`src/rtl/uart_arb_pkg.sv`:
```
// uart_arb_pkg
// Shared definitions for the UART transmit arbiter.
//   arb_state_e        : arbiter state encoding (ARB_IDLE / ARB_BUSY)
//   arb_timeout_limit  : mid-packet stall limit in clock cycles
package uart_arb_pkg;

    typedef enum logic {
        ARB_IDLE = 1'b0,
        ARB_BUSY = 1'b1
    } arb_state_e;

    // Stall limit in cycles: clock in MHz times timeout in microseconds.
    function automatic int unsigned arb_timeout_limit(input int unsigned clk_fre_mhz,
                                                      input int unsigned timeout_us);
        return clk_fre_mhz * timeout_us;
    endfunction

endpackage

```
`src/rtl/rr_pick.sv`:
```
// rr_pick
// Combinational round-robin picker. Searches req starting at ptr+1 and
// wrapping modulo NUM_REQ; the first asserted request wins.
// Ports:
//   req      in  NUM_REQ  request vector
//   ptr      in  IDX_W    index of the previous winner
//   pick     out NUM_REQ  one-hot winner (0 when req is 0)
//   pick_idx out IDX_W    binary index of the winner (0 when req is 0)
module rr_pick #(
    parameter  int NUM_REQ = 4,
    localparam int IDX_W   = $clog2(NUM_REQ)
) (
    input  logic [NUM_REQ-1:0] req,
    input  logic [IDX_W-1:0]   ptr,
    output logic [NUM_REQ-1:0] pick,
    output logic [IDX_W-1:0]   pick_idx
);

    always_comb begin
        logic             found;
        int               idx;
        logic [IDX_W-1:0] idx_w;
        pick     = '0;
        pick_idx = '0;
        found    = 1'b0;
        idx      = 0;
        idx_w    = '0;
        for (int k = 1; k <= NUM_REQ; k++) begin
            idx   = (int'(ptr) + k) % NUM_REQ;
            idx_w = IDX_W'(idx);
            if (!found && req[idx_w]) begin
                found       = 1'b1;
                pick[idx_w] = 1'b1;
                pick_idx    = idx_w;
            end
        end
    end

endmodule

```
`src/rtl/uart_tx_arbiter.sv`:
```
// uart_tx_arbiter
// Round-robin arbiter sharing one uart_tx serializer between NUM_REQ byte
// streams. A grant is held for a whole packet (through the byte with last),
// so bytes from different sources never interleave.
// Optional feature macro: UART_ARB_TIMEOUT_EN -- releases a grant whose owner
// stalls (valid low) for CLK_FRE*TIMEOUT_US cycles mid-packet.
// Ports:
//   clk, rst_n      clock, synchronous active-low reset
//   req_valid/data/last, req_ready   per-requester byte streams
//   tx_data/tx_valid/tx_ready        stream to uart_tx
//   grant           one-hot owner, 0 when idle
//   busy            packet in progress (|grant)
//   timeout_pulse   one-cycle pulse on forced release
//
// state    | meaning
// ---------+---------------------------------------------------------
// ARB_IDLE | no owner; picks next requester round-robin from ptr+1
// ARB_BUSY | owner gidx passes bytes straight through until last
module uart_tx_arbiter #(
    parameter int NUM_REQ    = 4,
    parameter int CLK_FRE    = 27,
    parameter int TIMEOUT_US = 1000
) (
    input  logic                 clk,
    input  logic                 rst_n,
    input  logic [NUM_REQ-1:0]   req_valid,
    input  logic [NUM_REQ*8-1:0] req_data,
    input  logic [NUM_REQ-1:0]   req_last,
    output logic [NUM_REQ-1:0]   req_ready,
    output logic [7:0]           tx_data,
    output logic                 tx_valid,
    input  logic                 tx_ready,
    output logic [NUM_REQ-1:0]   grant,
    output logic                 busy,
    output logic                 timeout_pulse
);
    import uart_arb_pkg::*;

    localparam int IDX_W = $clog2(NUM_REQ);

    arb_state_e         state_q, state_d;
    logic [NUM_REQ-1:0] grant_q, grant_d;
    logic [IDX_W-1:0]   gidx_q, gidx_d;
    logic [IDX_W-1:0]   ptr_q, ptr_d;

    logic [NUM_REQ-1:0] pick;
    logic [IDX_W-1:0]   pick_idx;
    logic               hs;
    logic               last_hs;

`ifdef UART_ARB_TIMEOUT_EN
    localparam int unsigned STALL_LIMIT = arb_timeout_limit(CLK_FRE, TIMEOUT_US);
    localparam int          STALL_W     = $clog2(STALL_LIMIT + 1);
    // Counter holds the number of stalled cycles already completed, so the
    // release fires on the stalled cycle that would complete the limit.
    localparam logic [STALL_W-1:0] STALL_LAST = STALL_W'(STALL_LIMIT - 1);

    logic [STALL_W-1:0] stall_q, stall_d;
    logic               timeout_pulse_q, timeout_pulse_d;
`endif

    rr_pick #(.NUM_REQ(NUM_REQ)) u_rr_pick (
        .req      (req_valid),
        .ptr      (ptr_q),
        .pick     (pick),
        .pick_idx (pick_idx)
    );

    // Pass-through mux driven only by the registered grant index.
    always_comb begin
        tx_valid  = 1'b0;
        tx_data   = 8'h00;
        req_ready = '0;
        if (state_q == ARB_BUSY) begin
            tx_valid          = req_valid[gidx_q];
            tx_data           = req_data[{gidx_q, 3'b000} +: 8];
            req_ready[gidx_q] = tx_ready;
        end
    end

    assign hs      = tx_valid & tx_ready;
    assign last_hs = hs & req_last[gidx_q];
    assign grant   = grant_q;
    assign busy    = |grant_q;

    always_comb begin
        state_d = state_q;
        grant_d = grant_q;
        gidx_d  = gidx_q;
        ptr_d   = ptr_q;
`ifdef UART_ARB_TIMEOUT_EN
        stall_d         = stall_q;
        timeout_pulse_d = 1'b0;
`endif
        case (state_q)
            ARB_IDLE: begin
                if (|req_valid) begin
                    state_d = ARB_BUSY;
                    grant_d = pick;
                    gidx_d  = pick_idx;
`ifdef UART_ARB_TIMEOUT_EN
                    stall_d = '0;
`endif
                end
            end
            ARB_BUSY: begin
                if (last_hs) begin
                    state_d = ARB_IDLE;
                    grant_d = '0;
                    ptr_d   = gidx_q;
                end
`ifdef UART_ARB_TIMEOUT_EN
                // A handshake always wins over the stall limit.
                if (hs) begin
                    stall_d = '0;
                end else if (!req_valid[gidx_q]) begin
                    if (stall_q == STALL_LAST) begin
                        state_d         = ARB_IDLE;
                        grant_d         = '0;
                        ptr_d           = gidx_q;
                        stall_d         = '0;
                        timeout_pulse_d = 1'b1;
                    end else begin
                        stall_d = stall_q + 1'b1;
                    end
                end
`endif
            end
            default: state_d = ARB_IDLE;
        endcase
    end

    always_ff @(posedge clk) begin
        if (!rst_n) begin
            state_q <= ARB_IDLE;
            grant_q <= '0;
            gidx_q  <= '0;
            ptr_q   <= IDX_W'(NUM_REQ - 1);
`ifdef UART_ARB_TIMEOUT_EN
            stall_q         <= '0;
            timeout_pulse_q <= 1'b0;
`endif
        end else begin
            state_q <= state_d;
            grant_q <= grant_d;
            gidx_q  <= gidx_d;
            ptr_q   <= ptr_d;
`ifdef UART_ARB_TIMEOUT_EN
            stall_q         <= stall_d;
            timeout_pulse_q <= timeout_pulse_d;
`endif
        end
    end

`ifdef UART_ARB_TIMEOUT_EN
    assign timeout_pulse = timeout_pulse_q;
`else
    assign timeout_pulse = 1'b0;
`endif

endmodule

```
`config.mk`:
```
export PLATFORM = sky130hd
export DESIGN_NAME = uart_tx_arbiter
export DESIGN_NICKNAME = d
export VERILOG_FILES = /design/src/rtl/uart_arb_pkg.sv /design/src/rtl/rr_pick.sv /design/src/rtl/uart_tx_arbiter.sv
export SDC_FILE = /design/constraint.sdc
export NUM_CORES = 1
export LEC_CHECK = 0
export CAP_MARGIN = 20
export CORE_ASPECT_RATIO = 0.6
export CORE_MARGIN = 3
export CORE_UTILIZATION = 35
export DETAILED_ROUTE_END_ITERATION = 8
export GPL_TIMING_DRIVEN = 0
export HOLD_SLACK_MARGIN = 0.06
export PLACE_DENSITY_LB_ADDON = 0.1
export SLEW_MARGIN = 20
export SYNTH_ARGS = -nofsm -noshare
export SYNTH_HDL_FRONTEND = slang
export SYNTH_SLANG_ARGS = --single-unit
export TNS_END_PERCENT = 1
```
`constraint.sdc`:
```
create_clock -name clk -period 2.7 [get_ports clk]
set_clock_uncertainty 0.2 [all_clocks]
set_input_delay 0.81 -clock clk [delete_from_list [all_inputs] [get_ports clk]]
set_output_delay 0.81 -clock clk [all_outputs]
set_load 0.005 [all_outputs]
```
==> run_results.csv <==
group,metric,value,unit
critical_path,reg2reg_to,"gidx_q[0]",
global_route,antenna_found_initial,0,
yosys,synth_area_leader_cell,"mux4_2",
pwr,p_leak,0.794,nW
detailed_routing,route.detailed.drc,0,
detailed_routing,wl,3790,µm
yosys,yosys-top-cells-area,"mux4_2 (20%), dfxtp_1 (16%), ha_1 (8.8%)",
status,violations,"negative setup slack",
critical_path,arrival,1.76,ns
timing,timing.final.crit_share,103,%
timing,setup_viol,2,
run,max_cap_viol_count,0,
placement,routabilityCongestion,0.880,
timing,max_freq,360,MHz
clocking,max-clock-path-buffers,2,
clocking,cts_tree,"yes",
placement,dpl_cell_area,0.00177,mm²
global_route,globalRouteMet2Util,28.8,%
final_layout,final_cell_count_no_fill,238,
floorplan,rows,15,
critical_path,r2r_setup_slack,-0.05,ns
pwr,switching_share,33.5,%
yosys,yosysWarnings,0,
placement,hpwl,2870,µm
global_route,grt_pass1_wl,5890,µm
timing,worst_slack,-0.0743,ns
critical_path,path_cells,"buf_6 > buf_6 > mux4_2 > and2_4 > buf_6",
pwr,pwr-share-comb,49.1,%
pwr,clkPwrFrac,25.4,%
global_route,grt-busiest-layer,"met2",
clocking,clkTransAtPathRegs,0.05,ns
timing,rsz0062_at_grt,"true",
critical_path,timing.rr.start,"ptr_q[0]",
floorplan,die_w,79.6,µm
yosys,synth.ff_latch_count,9,
final_layout,n_antenna_cell,0,
final_layout,fill_cells,265,
final_layout,final_cell_mix,"buf_2 (30), buf_4 (16), mux4_2 (11)",
pwr,powerDensity,356,mW/mm²
final_layout,final_common_cell,"buf_2",
critical_path,end_kind,"primary output",
yosys,synth_cells,122,
yosys,synth_top_cell_area_share,19.8,%
worst_hold_path,hold_start,"grant[3]",
global_route,grt_pass1_vias,1275,
global_route,grt_max_degree,13,
critical_path,critPathLaunchType,"input pin",
global_route,grt_usage,18.5,%
clocking,cts_sinks,9,
timing,maxSlewHeadroom,64.7,%
critical_path,cpMostUsedCell,"buf_6",
floorplan,core-area,0.00298,mm²
detailed_routing,drtIter0Drc,56,
detailed_routing,post_drt_wl_per_cell,15.9,µm
detailed_routing,dr.pass1.iters,4,
timing,layout_min_cycle_time,2.77,ns
final_layout,design_area,0.00184,mm²
timing,tightestPinTransition,0.529,ns
yosys,avgSynthCellArea,9.32,µm²
floorplan,die_y,50.2,µm
placement,placed_cells,222,
critical_path,crit_family,"multiplexers",
worst_hold_path,hold_class,"reg2reg",
critical_path,path_buf_inv,3,
clocking,worstSkewPairLatency,0.24,ns
timing,drv_slew,0,
timing,hold_viol,0,
clocking,htree_levels,1,
pwr,fin_total_pwr,0.656,mW
clocking,ctsHoldBuffers,0,
critical_path,slowest_delay,0.49,ns
yosys,syn-num-nets,173,
yosys,synth-seq-area-share,15.8,%
clocking,cts_root_buf,"clkbuf_8",
floorplan,start_util,38.1,%
clocking,numCtsBuffers,3,
critical_path,reg2regPathDepth,8,
pwr,p_sw,0.220,mW
placement,port_buffers,58,
worst_hold_path,hold_depth,2,
critical_path,critical_path_required,1.69,ns
global_route,met1_usage,26.3,%
pwr,p_seq_share,25.5,%
yosys,synthDistinctLibCells,40,
pwr,p_int,0.436,mW
floorplan,ioPinCount,62,
detailed_routing,vias_per_cell,5.48,
final_layout,nets,248,
global_route,met3_usage,4.30,%
final_layout,drive_gt1_share,49.0,%
detailed_routing,drtAntennaViolNets,0,
pwr,ir_drop,199,µV
critical_path,crit_slowest_cell,"mux4_2",
yosys,netlist_area,0.00114,mm²
detailed_routing,vias,1305,
critical_path,critPathKind,"in2out",
status,status,"finished, violations left",
final_layout,area_delta_synth_final,61.9,%
floorplan,die-area,0.00399,mm²
critical_path,cp_max_fo,3,
worst_hold_path,holdPathEnd,"grant[3]",
global_route,globalRouteOverflowTotal,0,
==> area by class of cell <==
cell class | count | area (µm²) | share of cell area, %
multi-input cells | 99 | 957 | 52.0
repair buffers | 71 | 500 | 27.2
flip-flops and latches | 9 | 188 | 10.2
plain buffers | 9 | 80.1 | 4.35
well taps | 42 | 52.6 | 2.85
clock buffers | 4 | 45.0 | 2.45
inverters | 4 | 18.8 | 1.02
==> worst reg2reg max path: stages, from the launching register on <==
cell	delay (ns)
dfxtp_4	0.38
buf_8	0.13
clkinvlp_4	0.16
ha_1	0.32
buf_4	0.15
mux4_2	0.64
nor2b_4	0.21
o41ai_1	0.08
a211oi_1	0.34
==> kinds of logic after synthesis <==
| logic type | synth area share, % |
|---|---|
| buffers and inverters | 5.83 |
| adders and majority gates | 8.80 |
| muxes | 26.2 |
| and+or+nand+nor | 20.2 |
| DFF | 15.8 |
| other | 0.330 |
| AOI/OAI and AO/OA | 22.8 |
==> routing by layer <==
metal | up-vias | share of wire, %
met5 | - | 0
met4 | 0 | 0.66
met3 | 4 | 4.4
met2 | 40 | 49
met1 | 638 | 46
li1 | 623 | -
==> cells in the mapped netlist <==
| cell type | number |
|---|---|
| buf_2 | 5 |
| a2111oi_0 | 1 |
| a21oi_2 | 1 |
| mux4_2 | 10 |
| and2_1 | 9 |
| and4_2 | 1 |
| nand2_1 | 7 |
| ha_1 | 8 |
| o211ai_1 | 2 |
| mux4_1 | 2 |
| o21ai_0 | 2 |
| a311oi_1 | 4 |
| nand3_1 | 2 |
| a21o_1 | 1 |
| or4_1 | 1 |
| nor3b_1 | 1 |
| or2_2 | 1 |
| a21oi_4 | 1 |
| clkbuf_1 | 3 |
| buf_4 | 2 |
| or3b_1 | 1 |
| a211o_1 | 1 |
| o41ai_1 | 1 |
| inv_1 | 4 |
| dfxtp_1 | 9 |
| a311oi_2 | 1 |
| mux2i_1 | 2 |
| o221ai_1 | 1 |
| nand2b_4 | 1 |
| nor2b_1 | 2 |
| conb_1 | 1 |
| nor2_1 | 12 |
| nor4_1 | 1 |
| a211oi_1 | 1 |
| a21oi_1 | 6 |
| nor3_1 | 1 |
| a221oi_1 | 6 |
| nand3b_1 | 2 |
| o22ai_1 | 1 |
| o21ai_1 | 4 |
==> timing repair <==
action / 4_1_cts / 5_1_grt
buffers inserted: 8 / 5
endpoints found under the setup margin: 19 / 18
gates resized for setup: 158 / 21
pin swaps: 3 / 3
==> flip-flops by register name (all words and copies together) (netlist names) <==
signal   cells
grant        4
gidx_q       2
ptr_q        2
state_q      1
==> worst max path at each step <==
stage / from / end / slack, ns / cells past startpoint
3_3_place_gp: req_valid[3] / tx_valid / -0.91 / 5
3_5_place_dp: req_valid[0] / tx_valid / -0.93 / 4
2_1_floorplan: req_valid[1] / tx_valid / 0.04 / 3
5_1_grt: req_valid[3] / tx_valid / -0.09 / 5
6_report: req_valid[3] / tx_valid / -0.07 / 5
4_1_cts: req_valid[3] / tx_valid / -0.12 / 5
==> stage by stage <==
| stage | hold WS (ns) | setup TNS [ns] | worst slack, ns | utilization (%) |
|---|---|---|---|---|
| after global placement | 0.339 | -8.21 | -0.913 | 59.3 |
| after CTS | 0.338 | -0.121 | -0.121 | 59.9 |
| final | 0.334 | -0.123 | -0.0743 | 61.7 |
| after floorplan | 0.323 | 0 | 0.0402 | - |
| after global routing | 0.351 | -0.263 | -0.0875 | 61.7 |
| after detailed placement | 0.338 | -8.84 | -0.925 | 59.3 |
==> power by group through the flow <==
stage | Clock (mW) | Sequential, mW | Combinational, mW
after floorplan | 0 | 0.160 | 0.165
after global placement | 0 | 0.162 | 0.304
after detailed placement | 0 | 0.162 | 0.311
after CTS | 0.168 | 0.166 | 0.302
after global routing | 0.175 | 0.170 | 0.346
final | 0.166 | 0.167 | 0.322
Note: power is estimated with default switching activity, not from simulation.
